$ cat config.mk
export PLATFORM = sky130hd
export DESIGN_NAME = alu_idle_monitor_flat
export DESIGN_NICKNAME = d
export VERILOG_FILES = /design/src/rtl/alu_pm_pkg.sv /design/src/rtl/alu_idle_monitor_if.sv /design/src/rtl/alu_idle_monitor_activity_detect.sv /design/src/rtl/alu_idle_monitor.sv /design/src/flat_wrapper.sv
export SDC_FILE = /design/constraint.sdc
export NUM_CORES = 1
export LEC_CHECK = 0
export ABC_AREA = 1
export CAP_MARGIN = 10
export CORE_MARGIN = 1.5
export CORE_UTILIZATION = 35
export DETAILED_ROUTE_END_ITERATION = 7
export PLACE_DENSITY_LB_ADDON = 0.3
export SLEW_MARGIN = 20
export SYNTH_ARGS = -nofsm -noshare
export SYNTH_HDL_FRONTEND = slang
export SYNTH_SLANG_ARGS = --single-unit
$ cat constraint.sdc
create_clock -name clk -period 2.3 [get_ports clk]
set_clock_uncertainty 0.05 [all_clocks]
set_input_delay 0.46 -clock clk [delete_from_list [all_inputs] [get_ports clk]]
set_output_delay 0.46 -clock clk [all_outputs]
set_load 0.01 [all_outputs]
$ cat src/rtl/alu_pm_pkg.sv
// alu_pm_pkg: state and power-switch encodings shared by the idle monitor and the PMU
package alu_pm_pkg;
    typedef enum logic [1:0] {
        ST_ACTIVE = 2'd0,
        ST_COUNT  = 2'd1,
        ST_IDLE   = 2'd2,
        ST_WAKE   = 2'd3
    } pm_state_t;
    localparam int PSW_W = 4;
    localparam int ISO_W = 4;
    localparam logic [PSW_W-1:0] PSW_ALL_ON = 4'hF;
endpackage

$ cat src/rtl/alu_idle_monitor_if.sv
// alu_idle_monitor_if: observed ALU inputs, PMU feedback and idle-monitor status
interface alu_idle_monitor_if #(parameter int WIDTH = 32);
    import alu_pm_pkg::*;
    logic [WIDTH-1:0] A;
    logic [WIDTH-1:0] B;
    logic [3:0] ALU_Sel;
    logic Cin;
    logic force_wake;
    logic [PSW_W-1:0] psw_ctrl;
    logic idle;
    logic wake_pulse;
    logic wake_err;
    logic [1:0] state;
    logic [15:0] quiet_cnt;
    modport master (
        output A, B, ALU_Sel, Cin, force_wake, psw_ctrl,
        input idle, wake_pulse, wake_err, state, quiet_cnt
    );
    modport slave (
        input A, B, ALU_Sel, Cin, force_wake, psw_ctrl,
        output idle, wake_pulse, wake_err, state, quiet_cnt
    );
endinterface

$ cat src/rtl/alu_idle_monitor_activity_detect.sv
// activity_detect: flags any change of the observed bits versus last cycle, masked on the first post-reset cycle
module activity_detect #(parameter int N = 69) (
    input  logic         clk,
    input  logic         rst,
    input  logic [N-1:0] bits,
    output logic         activity
);
    logic [N-1:0] snap;
    logic primed;
    always_ff @(posedge clk) begin
        if (rst) begin
            snap   <= '0;
            primed <= 1'b0;
        end else begin
            snap   <= bits;
            primed <= 1'b1;
        end
    end
    assign activity = primed && (bits != snap);
endmodule

$ cat src/rtl/alu_idle_monitor.sv
// alu_idle_monitor: raises idle after a run of quiet ALU cycles and supervises the PMU wake-up
module alu_idle_monitor
    import alu_pm_pkg::*;
#(
    parameter int WIDTH = 32,
    parameter int IDLE_THRESH = 8,
    parameter int WAKE_TIMEOUT = 16,
    parameter logic [PSW_W-1:0] PSW_ON = PSW_ALL_ON
) (
    input logic clk,
    input logic rst,
    alu_idle_monitor_if.slave bus
);
    localparam logic [15:0] THR = 16'(IDLE_THRESH);
    localparam logic [15:0] THR_LAST = 16'(IDLE_THRESH - 1);
    localparam logic [15:0] TMO_LAST = 16'(WAKE_TIMEOUT - 1);
    pm_state_t st, st_n;
    logic [15:0] cnt, cnt_n, tmr, tmr_n;
    logic idle_q, pulse_q, pulse_n, err_q, err_n;
    logic activity, quiet;
    activity_detect #(.N(2 * WIDTH + 5)) u_act (
        .clk(clk),
        .rst(rst),
        .bits({bus.A, bus.B, bus.ALU_Sel, bus.Cin}),
        .activity(activity)
    );
    assign quiet = !activity && !bus.force_wake;
    always_ff @(posedge clk) begin
        if (rst) begin
            st      <= ST_ACTIVE;
            cnt     <= '0;
            tmr     <= '0;
            idle_q  <= 1'b0;
            pulse_q <= 1'b0;
            err_q   <= 1'b0;
        end else begin
            st      <= st_n;
            cnt     <= cnt_n;
            tmr     <= tmr_n;
            idle_q  <= (st_n == ST_IDLE);
            pulse_q <= pulse_n;
            err_q   <= err_n;
        end
    end
    always_comb begin
        st_n    = st;
        cnt_n   = cnt;
        tmr_n   = tmr;
        pulse_n = 1'b0;
        err_n   = err_q;
        case (st)
            ST_ACTIVE: begin
                st_n  = quiet ? ST_COUNT : ST_ACTIVE;
                cnt_n = quiet ? 16'd1 : 16'd0;
            end
            ST_COUNT: begin
                st_n  = !quiet ? ST_ACTIVE : (cnt == THR_LAST) ? ST_IDLE : ST_COUNT;
                cnt_n = !quiet ? 16'd0 : (cnt == THR_LAST) ? THR : cnt + 16'd1;
            end
            ST_IDLE: begin
                cnt_n   = THR;
                st_n    = quiet ? ST_IDLE : ST_WAKE;
                pulse_n = !quiet;
                tmr_n   = '0;
            end
            ST_WAKE: begin
                // acknowledge is checked first so it beats a same-cycle timeout
                if (bus.psw_ctrl == PSW_ON) begin
                    st_n  = ST_ACTIVE;
                    cnt_n = '0;
                end else if (tmr == TMO_LAST) begin
                    st_n  = ST_ACTIVE;
                    cnt_n = '0;
                    err_n = 1'b1;
                end else begin
                    tmr_n = tmr + 16'd1;
                end
            end
        endcase
    end
    assign bus.idle       = idle_q;
    assign bus.wake_pulse = pulse_q;
    assign bus.wake_err   = err_q;
    assign bus.state      = st;
    assign bus.quiet_cnt  = cnt;
endmodule

$ cat src/flat_wrapper.sv
// flat-port wrapper written by rule: the top's interface ports become plain ports
module alu_idle_monitor_flat import alu_pm_pkg::*;
#(
    parameter int WIDTH = 32,
    parameter int IDLE_THRESH = 8,
    parameter int WAKE_TIMEOUT = 16,
    parameter logic [PSW_W-1:0] PSW_ON = PSW_ALL_ON
)
  (clk, rst, bus_A, bus_B, bus_ALU_Sel, bus_Cin, bus_force_wake, bus_psw_ctrl, bus_idle, bus_wake_pulse, bus_wake_err, bus_state, bus_quiet_cnt);
  alu_idle_monitor_if #(.WIDTH(WIDTH)) bus_i ();
  input logic clk;
  input logic rst;
  input wire logic [$bits(bus_i.A)-1:0] bus_A;
  input wire logic [$bits(bus_i.B)-1:0] bus_B;
  input wire logic [$bits(bus_i.ALU_Sel)-1:0] bus_ALU_Sel;
  input wire logic [$bits(bus_i.Cin)-1:0] bus_Cin;
  input wire logic [$bits(bus_i.force_wake)-1:0] bus_force_wake;
  input wire logic [$bits(bus_i.psw_ctrl)-1:0] bus_psw_ctrl;
  output wire logic [$bits(bus_i.idle)-1:0] bus_idle;
  output wire logic [$bits(bus_i.wake_pulse)-1:0] bus_wake_pulse;
  output wire logic [$bits(bus_i.wake_err)-1:0] bus_wake_err;
  output wire logic [$bits(bus_i.state)-1:0] bus_state;
  output wire logic [$bits(bus_i.quiet_cnt)-1:0] bus_quiet_cnt;
  assign bus_i.A = bus_A;
  assign bus_i.B = bus_B;
  assign bus_i.ALU_Sel = bus_ALU_Sel;
  assign bus_i.Cin = bus_Cin;
  assign bus_i.force_wake = bus_force_wake;
  assign bus_i.psw_ctrl = bus_psw_ctrl;
  assign bus_idle = bus_i.idle;
  assign bus_wake_pulse = bus_i.wake_pulse;
  assign bus_wake_err = bus_i.wake_err;
  assign bus_state = bus_i.state;
  assign bus_quiet_cnt = bus_i.quiet_cnt;
  alu_idle_monitor #(.WIDTH(WIDTH), .IDLE_THRESH(IDLE_THRESH), .WAKE_TIMEOUT(WAKE_TIMEOUT), .PSW_ON(PSW_ON)) u_core (.clk(clk), .rst(rst), .bus(bus_i));
endmodule
# After elaboration in Yosys (flattened, before gate mapping)
# Index checks and enable logic that the tools add are counted.
# totals
ff_bits,107
in_bits,76
# classes
addsub,2
n_eq_ne,11
n_mux,17
bitwise_logic,2
reduce_logical,10
# op_table
cell,count
16-bit two-way mux,6
69-bit != test,1
16-bit case mux with 4 select lines,1
16-bit by 1-bit adder with 16-bit output (second input constant),2
16-bit case mux with 2 select lines,1
16-bit by 3-bit equality test with 1-bit output (second input constant),1
16-bit by 4-bit equality test with 1-bit output (second input constant),1
2-bit two-way mux,4
2-bit case mux with 4 select lines,1
2-bit equality test (second input constant),3
3-bit AND reduction,2
4-bit equality test (second input constant),1
1-bit two-way mux,4
2-bit != test (second input constant),2
1-bit zero test,3
3-bit by 1-bit != test with 1-bit output (second input constant),1
2-bit by 1-bit equality test with 1-bit output (second input constant),1
1-bit logical AND,2
2-bit zero test,1
1-bit inverter,2
2-bit nonzero test,1
2-bit OR reduction,1

# Longest topological paths before layout
# depth
word_depth,7
ltp_mapped,15

# By module
# Synthesis repeated with hierarchy kept, for this count alone.
# unflattened
cells_unflattened,789
hier_area_um2,5207.5
# by_module_without_submodules
mod,instances,cells_per_inst,area_per_inst_um2,seq_area_each_um2
activity_detect,1,445,3012.9,1401.3
alu_idle_monitor,1,344,2194.6,740.7

# Least setup slack after synthesis
# No wires, ideal clock.
# synth_path
kind,reg2reg
from,"register u_core.cnt[0], in the netlist u_core.bus.quiet_cnt[0]"
to,"register u_core.st[0], in the netlist u_core.bus.state[0]"
setup_ns,0.128
t_arrival_ns,1.550
required_ns,2.122
slack_ns,0.572
path_stages_with_launch,9
n_path_buf,0
period_less_slack_ns,1.728
cell_sequence,dfxtp_1 -> ha_1 -> nand3_1 -> nor4_1 -> nor3_1 -> nand3_4 -> nand3_1 -> nor2_1 -> nor2_1
# synth_between
elab_chain_len,4
# synth_lines
element,line,rtl
from (decl),alu_idle_monitor.sv:18,"logic [15:0] cnt, cnt_n, tmr, tmr_n;"
from (signal assigned),alu_idle_monitor.sv:38,cnt <= cnt_n;
16-bit by 3-bit equality test with 1-bit output,alu_idle_monitor.sv:57,st_n = !quiet ? ST_ACTIVE : (cnt == THR_LAST) ? ST_IDLE : ST_COUNT;
2-bit two-way mux (2 in series),alu_idle_monitor.sv:57,
2-bit case mux with 4 select lines,alu_idle_monitor.sv:51,case (st)
to (signal assigned),alu_idle_monitor.sv:37,st <= st_n;
to (decl),alu_idle_monitor.sv:17,"pm_state_t st, st_n;"
# Every way passes these cells.
# A chain may end at the register's enable or synchronous reset.

# Worst setup path in the final report
# layout_path
from,input port bus_A[8]
to,"register u_core.cnt[7], in the netlist u_core.bus.quiet_cnt[7]"
# layout_between
elab_chain_len,6
# layout_lines
element,line,rtl
from (decl),flat_wrapper.sv:13,input wire logic [$bits(bus_i.A)-1:0] bus_A;
69-bit != test,alu_idle_monitor_activity_detect.sv:19,assign activity = primed && (bits != snap);
1-bit logical AND,alu_idle_monitor_activity_detect.sv:19,
1-bit zero test,alu_idle_monitor.sv:27,assign quiet = !activity && !bus.force_wake;
1-bit logical AND,alu_idle_monitor.sv:27,
16-bit two-way mux,alu_idle_monitor.sv:58,cnt_n = !quiet ? 16'd0 : (cnt == THR_LAST) ? THR : cnt + 16'd1;
16-bit case mux with 4 select lines,alu_idle_monitor.sv:51,
# Every way passes these cells.

==> summary.txt <==
Worst setup path
  – Worst setup SP type: primary input
  – CP most frequent cell: nand2_1
  – Worst-path cell chain: clkdlybuf4s50_1 -> inv_1 -> nand2_1 -> nand2_1 -> nor2_1 -> nand2_1 -> nor2_2 -> nand2_1 -> nor2_2 -> buf_4 -> nand3_1 -> nand2_2 -> nand3_4 -> nand2_2 -> nand2_4 -> nor3_2
  – Slowest CP cell: clkdlybuf4s50_1
  – Crit Path Class: primary input to register
  – Crit path largest cell delay: between 0.4 and 0.5 ns
  – WP buf/inv: 3
  – Required @ worst endpoint: approximately 2.5 ns
  – Element type at the critical path end: register
  – Top delay family on crit path: simple AND/OR/NAND/NOR gates
  – Crit Path Max Fanout: 8
  – CP arrival: 2.33 ns

Timing
  – Max Slew Vio Count: 0
  – Setup Total Neg Slack: 0 ns
  – Final worst path period need: 2.10 ns
  – Endpoints failing setup: 0
  – RSZ-0062 raised after global routing: yes
  – Worst-margin pin slew: 0.532 ns
  – Fin Hold WS: roughly 0.43 ns
  – Final Cycle Share: about nine tenths
  – Max Freq: roughly 480 MHz
  – Worst rel slew slack: roughly 64%
  – Endpoints failing hold: 0

Routing
  – Post-Route WL: between 10,000 and 15,000 um
  – Routed length on met2: just over 5000 um
  – Wire length per cell: between 10 and 15 um
  – Vias/cell: about 4.3
  – Vias post-DR: 4,656
  – DRC viols: 0
  – Antenna-violating nets left: 0
  – First DRT Iteration DRCs: around 200
  – Top Layer Used: met4
  – Pre-antenna DRT Iters: 4
  – Met3 wire len: around 510 um
  – Met1 Wirelength: between 5000 and 6000 um

Synth
  – Yosys warning count: 0
  – Sequential-to-total area share from yosys stat: a little over two fifths
  – Primary FF master, synth: dfxtp_1
  – Yosys reg bits: 107
  – Largest area contributor in the netlist: dfxtp_1
  – Post-synth ARST share: 0%
  – Top cells by area, synth: dfxtp_1 (42%), nand2_1 (14%), nor2_1 (10%)
  – Post-synth EDFFs: 0
  – Synthesized cell area: about 0.0051 mm^2
  – Mapped Avg Cell Area: between 6 and 7 um^2
  – Syn nets: about 840
  – Unique masters post-synth: 38
  – Mapped Cells: between 700 and 800
  – Top cell type's share of synthesized area: 41.7%

CTS
  – CTS root buf: clkbuf_16
  – CTS Buf Count: 9
  – Clk_lat worst skew: 0.35 ns
  – CTS tree: built
  – Post-CTS Setup Inserts: 0
  – Clock Path Buffers: 2
  – Clock Pin Slew Worst Setup and Hold Paths: 0.08 ns
  – CTS sink count: ~110
  – H-tree Lvls: 3

Final layout
  – Register cell area after layout: 0.00214 mm^2
  – Area delta synth->final: 33.8%
  – # diodes: 0
  – Filler cells: 1,484
  – Nets: 976
  – Post-Route Utilization: 47.6%
  – Layout cell share with drive strength beyond 1: a little under an eighth
  – Multi-input logic area: approximately 0.0024 mm^2
  – Finished Layout Cells: between 1,000 and 1,500

Power and ir drop
  – Max VDD drop: 0.369 mV
  – Cell Pwr Density: slightly below 600 mW/mm^2
  – Tot Pwr: 3.96 mW
  – Leak pwr: ~3.1 nW

Placement
  – I/O Buffers: 96
  – Dpl cells: around 1,100
  – Final HPWL DP: 8230 um
  – Placer Congestion: around 0.84

Die
  – Die Y: between 100 and 150 um
  – Die area: ~0.015 mm^2
  – Total core area: approximately 0.014 mm^2
  – Site Rows: between 40 and 50
  – Die W: 124 um
  – Initial Utilization: 35.6%
  – Ports: 97

Flow run
  – Max capacitance violation total: 0

Global routing
  – Grt total ovfl: 0
  – GRT Overall Usage: approximately 15%
  – Vias in the first global route: between 4,000 and 5,000
  – Largest net degree at the start of global routing: 48
  – First-pass GRT wire length: between 15,000 and 20,000 um
  – Initial antenna violation count: 0

Worst hold path
  – HP Class: primary input to register

Status
  – Status: finished clean
-- cells in the final DEF, fill, tap and decap left out, types with 2 or more instances in the layout --
| cell | netlist | layout |
|---|---|---|
| nor3_2 | 5 | 5 |
| clkdlybuf4s50_1 | 0 | 94 |
| nand2_1 | 195 | 193 |
| xnor2_1 | 28 | 28 |
| ha_1 | 2 | 2 |
| xor2_1 | 7 | 7 |
| inv_6 | 0 | 2 |
| o22ai_1 | 2 | 2 |
| nand4_1 | 13 | 13 |
| nand3_1 | 21 | 20 |
| inv_2 | 20 | 20 |
| nor3_1 | 7 | 7 |
| nand3_2 | 2 | 3 |
| dfxtp_1 | 107 | 107 |
| and3_1 | 2 | 2 |
| clkbuf_16 | 0 | 9 |
| o21a_1 | 4 | 4 |
| a21oi_1 | 19 | 19 |
| buf_4 | 2 | 38 |
| o21ai_0 | 14 | 14 |
| nor2_1 | 143 | 139 |
| nor2_2 | 2 | 6 |
| inv_1 | 133 | 133 |
| nand2_2 | 5 | 7 |
| nor4_1 | 7 | 7 |
-- Yosys cell counts (all sizes together) (9+ instances only) --
cell / number
nor3: 12
clkbuf: 11
nand4: 14
nor2: 146
o21ai: 15
inv: 153
dfxtp: 107
nand3: 24
nor4: 9
nand2: 201
a21oi: 19
xnor2: 28
-- sequential cells by signal (all words and copies together), names as in the netlist --
name                   count
u_core.tmr                16
u_core.u_act.snap         69
u_core.bus.wake_err        1
u_core.u_act.primed        1
u_core.bus.wake_pulse      1
u_core.bus.idle            1
u_core.bus.state           2
u_core.bus.quiet_cnt      16
-- cell families (layout without fill, tap and decap cells) --
group | count (synthesis) | in the layout | share of synthesized area, %
flip-flops | 107 | 107 | 41.7
XOR/XNOR | 35 | 35 | 5.97
AND/OR/NAND/NOR | 409 | 409 | 34.2
buffers and inverters | 167 | 303 | 12.4
adder cells (fa/ha/maj) | 2 | 2 | 0.488
multiplexers | 1 | 1 | 0.195
AO/OA/AOI/OAI | 45 | 45 | 5.02
-- power breakdown --
group	internal, mW	switching [mW]	total (mW)
clock network	0.848	0.703	1.55
registers	1.92	0.0304	1.95
logic	0.255	0.201	0.456
-- worst paths after layout --
check,start,endpoint,slack [ns],depth (start not counted)
setup reg to reg,u_core.tmr[0],u_core.bus.quiet_cnt[4],0.27,10
hold reg to reg,u_core.bus.wake_err,u_core.bus.wake_err,0.43,1
hold / removal,bus_A[9],u_core.u_act.snap[46],0.43,4
setup / recovery,bus_A[8],u_core.bus.quiet_cnt[7],0.20,16
-- what timing repair did --
action / in CTS / in global routing
setup endpoints to repair: 0 / 4
hold buffers: 0 / 0
resized for setup: 0 / 9
-- worst register-to-register path, delay by kind of cell (launching register included) --
family,cells,cell delay [ns]
simple gates,6,0.81
fa+ha+maj,1,0.21
compound gates,2,0.26
buf+inv,1,0.28
flops,1,0.37
-- final cells by class --
class / count / area share [%]
inverters: 153 / 8.37
repair buffers: 135 / 18.3
flip-flops and latches: 107 / 31.2
clock inverters: 5 / 0.893
multi-input cells: 492 / 34.6
well taps: 184 / 3.35
clock buffers: 10 / 3.34
-- routing by layer --
layer / global-route usage, % / vias to the layer above
met1: 19.2 / 2021
met5: 0 / -
met4: 4.26 / 0
met3: 3.98 / 8
met2: 25.2 / 72
li1: - / 2555
-- through the flow --
stage          area [um^2]  setup slack (ns)
2_1_floorplan         5130             0.572
3_3_place_gp          6550            -0.195
3_5_place_dp          6550            -0.209
4_1_cts               6840             0.157
5_1_grt               6870           -0.0188
6_report              6870             0.199
No activity file was read; power rests on OpenSTA's default activity.
